**src/rtl/led_ctrl.sv**
```systemverilog
// led_ctrl: multi-channel status-LED controller with off / on / blink / activity modes.
// Define LED_CTRL_PWM_EN to build the 2-bit brightness PWM gate on every channel.
module led_ctrl #(
    parameter int NUM_LEDS    = 3,
    parameter int TICK_DIV    = 600000,
    parameter int ACT_STRETCH = 5,
    parameter bit ACTIVE_LOW  = 1'b0
) (
    input  logic                CLK,
    input  logic                RST,
    input  logic                WR_EN,
    input  logic [3:0]          WR_ADDR,
    input  logic [7:0]          WR_DATA,
    input  logic [NUM_LEDS-1:0] ACT,
    output logic                TICK,
    output logic [NUM_LEDS-1:0] LED
);

    typedef enum logic [1:0] {
        MODE_OFF   = 2'd0,
        MODE_ON    = 2'd1,
        MODE_BLINK = 2'd2,
        MODE_ACT   = 2'd3
    } mode_e;

    localparam int               PRE_W        = $clog2(TICK_DIV);
    localparam logic [PRE_W-1:0] PRE_LAST     = PRE_W'(TICK_DIV - 1);
    localparam logic [7:0]       STRETCH_LOAD = 8'(ACT_STRETCH);

    logic [PRE_W-1:0]         pre_q, pre_d;
    logic [NUM_LEDS-1:0][7:0] cfg_q, cfg_d;
    logic [NUM_LEDS-1:0][3:0] blk_cnt_q, blk_cnt_d;
    logic [NUM_LEDS-1:0]      phase_q, phase_d;
    logic [NUM_LEDS-1:0][7:0] str_q, str_d;
    logic [NUM_LEDS-1:0]      lit;
    logic [NUM_LEDS-1:0]      led_d;

    assign TICK = (pre_q == PRE_LAST);

    always_comb begin
        // NOTE: every signal driven here gets a default first, so no path can infer a latch.
        pre_d     = TICK ? '0 : pre_q + PRE_W'(1);
        cfg_d     = cfg_q;
        blk_cnt_d = blk_cnt_q;
        phase_d   = phase_q;
        str_d     = str_q;
        lit       = '0;

        for (int i = 0; i < NUM_LEDS; i++) begin
            // A write restarts the blink so the new pattern always begins with a lit half-period.
            if (WR_EN && (WR_ADDR == 4'(i))) begin
                cfg_d[i]     = WR_DATA;
                blk_cnt_d[i] = '0;
                phase_d[i]   = 1'b1;
            end else if (TICK && (mode_e'(cfg_q[i][1:0]) == MODE_BLINK)) begin
                if (blk_cnt_q[i] == cfg_q[i][5:2]) begin
                    blk_cnt_d[i] = '0;
                    phase_d[i]   = ~phase_q[i];
                end else begin
                    blk_cnt_d[i] = blk_cnt_q[i] + 4'd1;
                end
            end

            if (ACT[i]) begin
                str_d[i] = STRETCH_LOAD;
            end else if (TICK && (str_q[i] != 8'd0)) begin
                str_d[i] = str_q[i] - 8'd1;
            end

            case (mode_e'(cfg_q[i][1:0]))
                MODE_OFF:   lit[i] = 1'b0;
                MODE_ON:    lit[i] = 1'b1;
                MODE_BLINK: lit[i] = phase_q[i];
                MODE_ACT:   lit[i] = (str_q[i] != 8'd0);
                default:    lit[i] = 1'b0;
            endcase
        end
    end

`ifdef LED_CTRL_PWM_EN
    logic [1:0] pwm_q, pwm_d;

    assign pwm_d = pwm_q + 2'd1;

    always_ff @(posedge CLK) begin
        if (RST) pwm_q <= '0;
        else     pwm_q <= pwm_d;
    end

    // Duty is (B+1)/4: the channel is lit while the free-running counter is at or below B.
    always_comb begin
        led_d = '0;
        for (int i = 0; i < NUM_LEDS; i++) begin
            led_d[i] = (lit[i] & (pwm_q <= cfg_q[i][7:6])) ^ ACTIVE_LOW;
        end
    end
`else
    logic unused_bright;

    assign unused_bright = ^cfg_q;
    assign led_d         = lit ^ {NUM_LEDS{ACTIVE_LOW}};
`endif

    always_ff @(posedge CLK) begin
        // NOTE: the per-channel arrays are plain flops, so all of them are reset, not just the prescaler.
        if (RST) begin
            pre_q     <= '0;
            cfg_q     <= '0;
            blk_cnt_q <= '0;
            phase_q   <= '1;
            str_q     <= '0;
            LED       <= {NUM_LEDS{ACTIVE_LOW}};
        end else begin
            // NOTE: non-blocking assignments keep every register update based on pre-edge values.
            pre_q     <= pre_d;
            cfg_q     <= cfg_d;
            blk_cnt_q <= blk_cnt_d;
            phase_q   <= phase_d;
            str_q     <= str_d;
            LED       <= led_d;
        end
    end

endmodule
```
**config.mk**
```make
export PLATFORM = sky130hd
export DESIGN_NAME = led_ctrl
export DESIGN_NICKNAME = d
export VERILOG_FILES = /design/src/rtl/led_ctrl.sv
export SDC_FILE = /design/constraint.sdc
export NUM_CORES = 1
export LEC_CHECK = 0
export ABC_AREA = 1
export CAP_MARGIN = 20
export CORE_AREA = 2 2 112 114
export DETAILED_ROUTE_END_ITERATION = 8
export DIE_AREA = 0 0 114 116
export GPL_TIMING_DRIVEN = 0
export PLACE_DENSITY = 0.49
export SYNTH_ARGS = -nofsm -noshare
export SYNTH_HDL_FRONTEND = slang
export SYNTH_SLANG_ARGS = --single-unit
```
**constraint.sdc**
```tcl
create_clock -name CLK -period 3.6 [get_ports CLK]
set_clock_uncertainty 0.2 [all_clocks]
set_input_delay 1.08 -clock CLK [delete_from_list [all_inputs] [get_ports CLK]]
set_output_delay 1.08 -clock CLK [all_outputs]
set_load 0.05 [all_outputs]
```
Yosys cells after proc, flatten, opt, wreduce, memory -nomap -nowiden
Cells that the tools add are included.
{"block": "classes", "n_addsub": 7, "n_eq_ne": 15, "mux": 12, "n_bitwise": 3, "reduce_logical": 29}
{"operator": "$reduce_bool A8 Y1", "n": 3}
{"operator": "$sub A8 B1 Y8 const B", "n": 3}
{"operator": "$add A20 B1 Y20 const B", "n": 1}
{"operator": "$eq A20 B20 Y1 const B", "n": 1}
{"operator": "$mux W3", "n": 6}
{"operator": "$reduce_or A2 Y1", "n": 7}
{"operator": "$add A4 B1 Y4 const B", "n": 3}
{"operator": "$eq A2 B2 Y1 const B", "n": 6}
{"operator": "$eq A4 B4 Y1", "n": 3}
{"operator": "$mux W4", "n": 3}
{"operator": "$pmux W1 S4", "n": 3}
{"operator": "$logic_and A1 B1 Y1", "n": 9}
{"operator": "$eq A2 B1 Y1 const B", "n": 3}
{"operator": "$logic_not A2 Y1", "n": 3}
{"operator": "$reduce_and A2 Y1", "n": 3}
{"operator": "$reduce_bool A2 Y1", "n": 3}
{"operator": "$eq A4 B1 Y1 const B", "n": 1}
{"operator": "$eq A4 B2 Y1 const B", "n": 1}
{"operator": "$logic_not A4 Y1", "n": 1}
{"operator": "$not A1 Y1", "n": 3}
{"block": "totals", "register_bits": 80, "input_bits": 18, "output_inout_bits": 4, "elab_cells": 83}

Longest topological paths before layout
{"block": "logic_depth", "word_depth": 4, "depth_mapped": 10}

Worst setup path before layout
Ideal clock, no wire load.
{"block": "synth_path", "path_kind": "register -> output", "startpoint": "reg pre_q[0]", "endpoint": "out TICK", "t_arrival_ps": 1656, "required_ps": 2320, "setup_slack_ps": 664, "stages_incl_launch_ff": 6, "n_path_buf": 0, "path_cell_list": "dfxtp_1 -> ha_1 -> nand2_1 -> nor2_4 -> nand3b_1 -> nor2_1"}
{"block": "synth_via", "elab_chain_cells": 1}
{"element": "start, declared", "line": "30", "source": "logic [PRE_W-1:0] pre_q, pre_d;"}
{"element": "start signal, assigned", "line": "115", "source": "pre_q <= pre_d;"}
{"element": "$eq A20 B20 Y1", "line": "38", "source": "assign TICK = (pre_q == PRE_LAST);"}
{"element": "end, declared", "line": "15", "source": "output logic TICK,"}
Every way passes these cells.

Worst setup path after layout
Same ends and word-level chain as after synthesis.

==> reports/qor.txt <==
outcome - complete, no violations
layout cells sized above 1 - 6.85%
Worst path max stage delay - 0.41 ns
Pwr Total - 2.13 mW
clk sink count - 80
max-slew violations - 0
WL/cell - 11.9 microns
CTS buffer count - 9
GRT Total Usage - 15.0%
top cell type's share of synthesized area - 39.0%
Hold Vio Cnt, Final - 0
CP arrival - 2.03 ns
Max Freq - 302 MHz
area grow syn2layout - 17.7%
period utilization - 91.9%
Synth area leaders - dfxtp_1 39%, nand2_1 12%, nor2_1 7.9%
endpoint type of the worst setup path - output port
Worst R2R Start - pre_q[0]
DRT iter0 DRCs - 202
pin count of the biggest net entering global routing - 14
die height - 116 microns
placed cell area - 4480 sq um
mapped cell area - 4110 sq um
htree depth - 3
IO Pins - 22
critical-path maximum fanout - 6
PwrDens - 440 nW/um^2
Antenna Cells - 0
Min-Delay Path Class - register to register
number of synthesized flops with an enable pin - 0
Core Box Area - 11900 sq um
top_reg_cell synth - dfxtp_1
detailed placement HPWL - 6850 microns
Synth warnings - 0
cell taking the most area after synthesis - dfxtp_1
DRT antenna net count - 0
Req. time, crit path - 2.32 ns
Die X - 114 microns
final wirelength - 9220 microns
max-cap violations - 0
starting density of the core - 34.5%
Max stage delay cell, worst path - dfxtp_1
first-pass GRT wire length - 15800 microns
syn_nets - 619
IO Port Bufs - 19
Die Area - 13200 sq um
CTS tree - done
vias per inst - 4.78
Worst-Margin Slew - 0.649 ns
num rows - 40
Syn Area/Cell - 6.93 sq um
Yosys reg bits - 80
top-count cell post-synth - nand2_1
Commonest cells post-synth - 130 x nand2_1, 86 x nor2_1, 80 x dfxtp_1
worst-skew pair later-pin latency - 0.34 ns
number of global-route vias before repair - 3414
Lkg Pwr - 1.82 nW
Filler Cell Count - 1258
hold_buf cts - 0
DRC viols - 0
min-delay src - cfg_q[2]
Worst VDD drop - 0.000168 V
startpoint types - register
Final Critical Period - 3.31 ns
Finished Cell Area - 4840 sq um
clock buffer depth - 2
initial antenna violation count - 0
fin nets - 649
R2R Setup Slk - 1.22 ns
post-synthesis sequential area ratio - 39.0%
CP startpoint - pre_q[0]
root buffer cell - clkbuf_16
Async S/R FF share, synth - 0%
Max transition margin - 56.5%
unrepaired setup endpoints after global routing - false
GPL Wtd Cong - 0.806
drt pass-1 iters - 4
total grt overflow - 0
Worst-path clk slew - 0.06 ns
final setup vio count - 0
Netlist cell types - 29
CP cell instances - ha_1, nand2_1, nor2_4, nand3b_1, nor2_2, buf_2
total vias in the final route - 3704
Post-Synthesis Cells - 593
critical path class - register to output port
-- routing by layer --
metal	wire [microns]	global-route usage, %
met5	0	0
met4	175	6.67
met3	300	3.77
met2	4080	23.6
met1	4660	19.6
-- registers in the layout, summed over array words and instances, names as in the netlist --
register / cells
LED: 3
blk_cnt_q: 12
cfg_q: 18
phase_q: 3
pre_q: 20
str_q: 24
-- layout by cell type (no fill, tap or decap), types with 17 or more instances in the layout --
cell type / netlist / routed
a21oi_1: 54 / 54
clkdlybuf4s50_1: 0 / 18
dfxtp_1: 80 / 80
inv_1: 61 / 61
nand2_1: 130 / 130
nand3_1: 41 / 41
nand4_1: 17 / 17
nor2_1: 86 / 85
o21ai_0: 24 / 24
xnor2_1: 25 / 25
-- logic make-up after synthesis --
group | after synthesis | share of synthesized area (%)
AO/OA/AOI/OAI | 82 | 10.0
XOR/XNOR | 39 | 8.31
adder cells (fa/ha/maj) | 8 | 2.44
buffers and inverters | 82 | 7.61
flip-flops | 80 | 39.0
AND/OR/NAND/NOR | 302 | 32.6
-- critical path, delay by kind of cell (launching register included) --
kind	cells	cell delay (ns)
flip-flops	1	0.41
AND/OR/NAND/NOR	4	0.64
adder cells (fa/ha/maj)	1	0.32
buffers and inverters	1	0.31
-- worst paths after layout --
kind                    end  depth (start not counted)
setup / recovery       TICK                          6
hold / removal     cfg_q[2]                          2
setup reg to reg  pre_q[17]                          9
hold reg to reg    cfg_q[2]                          2
-- what timing repair did --
item | 4_1_cts | 5_1_grt
buffers inserted | 0 | 0
resized for setup | 3 | 3
pin swaps | 0 | 0
setup endpoints to repair | 1 | 1
-- per-stage QoR --
stage | setup slack [ns] | utilization [%] | cells | TNS (ns) | hold slack, ns
floorplan | 0.664 | - | 593 | 0 | 0.233
global placement | -0.00812 | 37.6 | 759 | -0.00812 | 0.249
detailed placement | -0.0248 | 37.6 | 759 | -0.0248 | 0.253
CTS | 0.0415 | 40.6 | 775 | 0 | 0.262
global route | 0.105 | 40.6 | 775 | 0 | 0.289
finish | 0.290 | 40.6 | 775 | 0 | 0.259
-- report_power, final --
| group | internal (mW) | total (mW) | switching [mW] |
|---|---|---|---|
| registers | 0.898 | 0.907 | 0.00902 |
| clock network | 0.714 | 1.08 | 0.371 |
| logic | 0.0542 | 0.136 | 0.0818 |
-- area by class of cell --
type	count	area [sq um]	share of cell area, %
Timing Repair Buffer	19	185	3.83
Clock buffer	11	253	5.23
Inverter	74	278	5.74
Sequential cell	80	1600	33.1
Clock inverter	5	103	2.12
Multi-Input combinational cell	431	2200	45.4
Buffer	8	35.0	0.724
Tap cell	147	184	3.80
(Power assumes the default switching activity.)
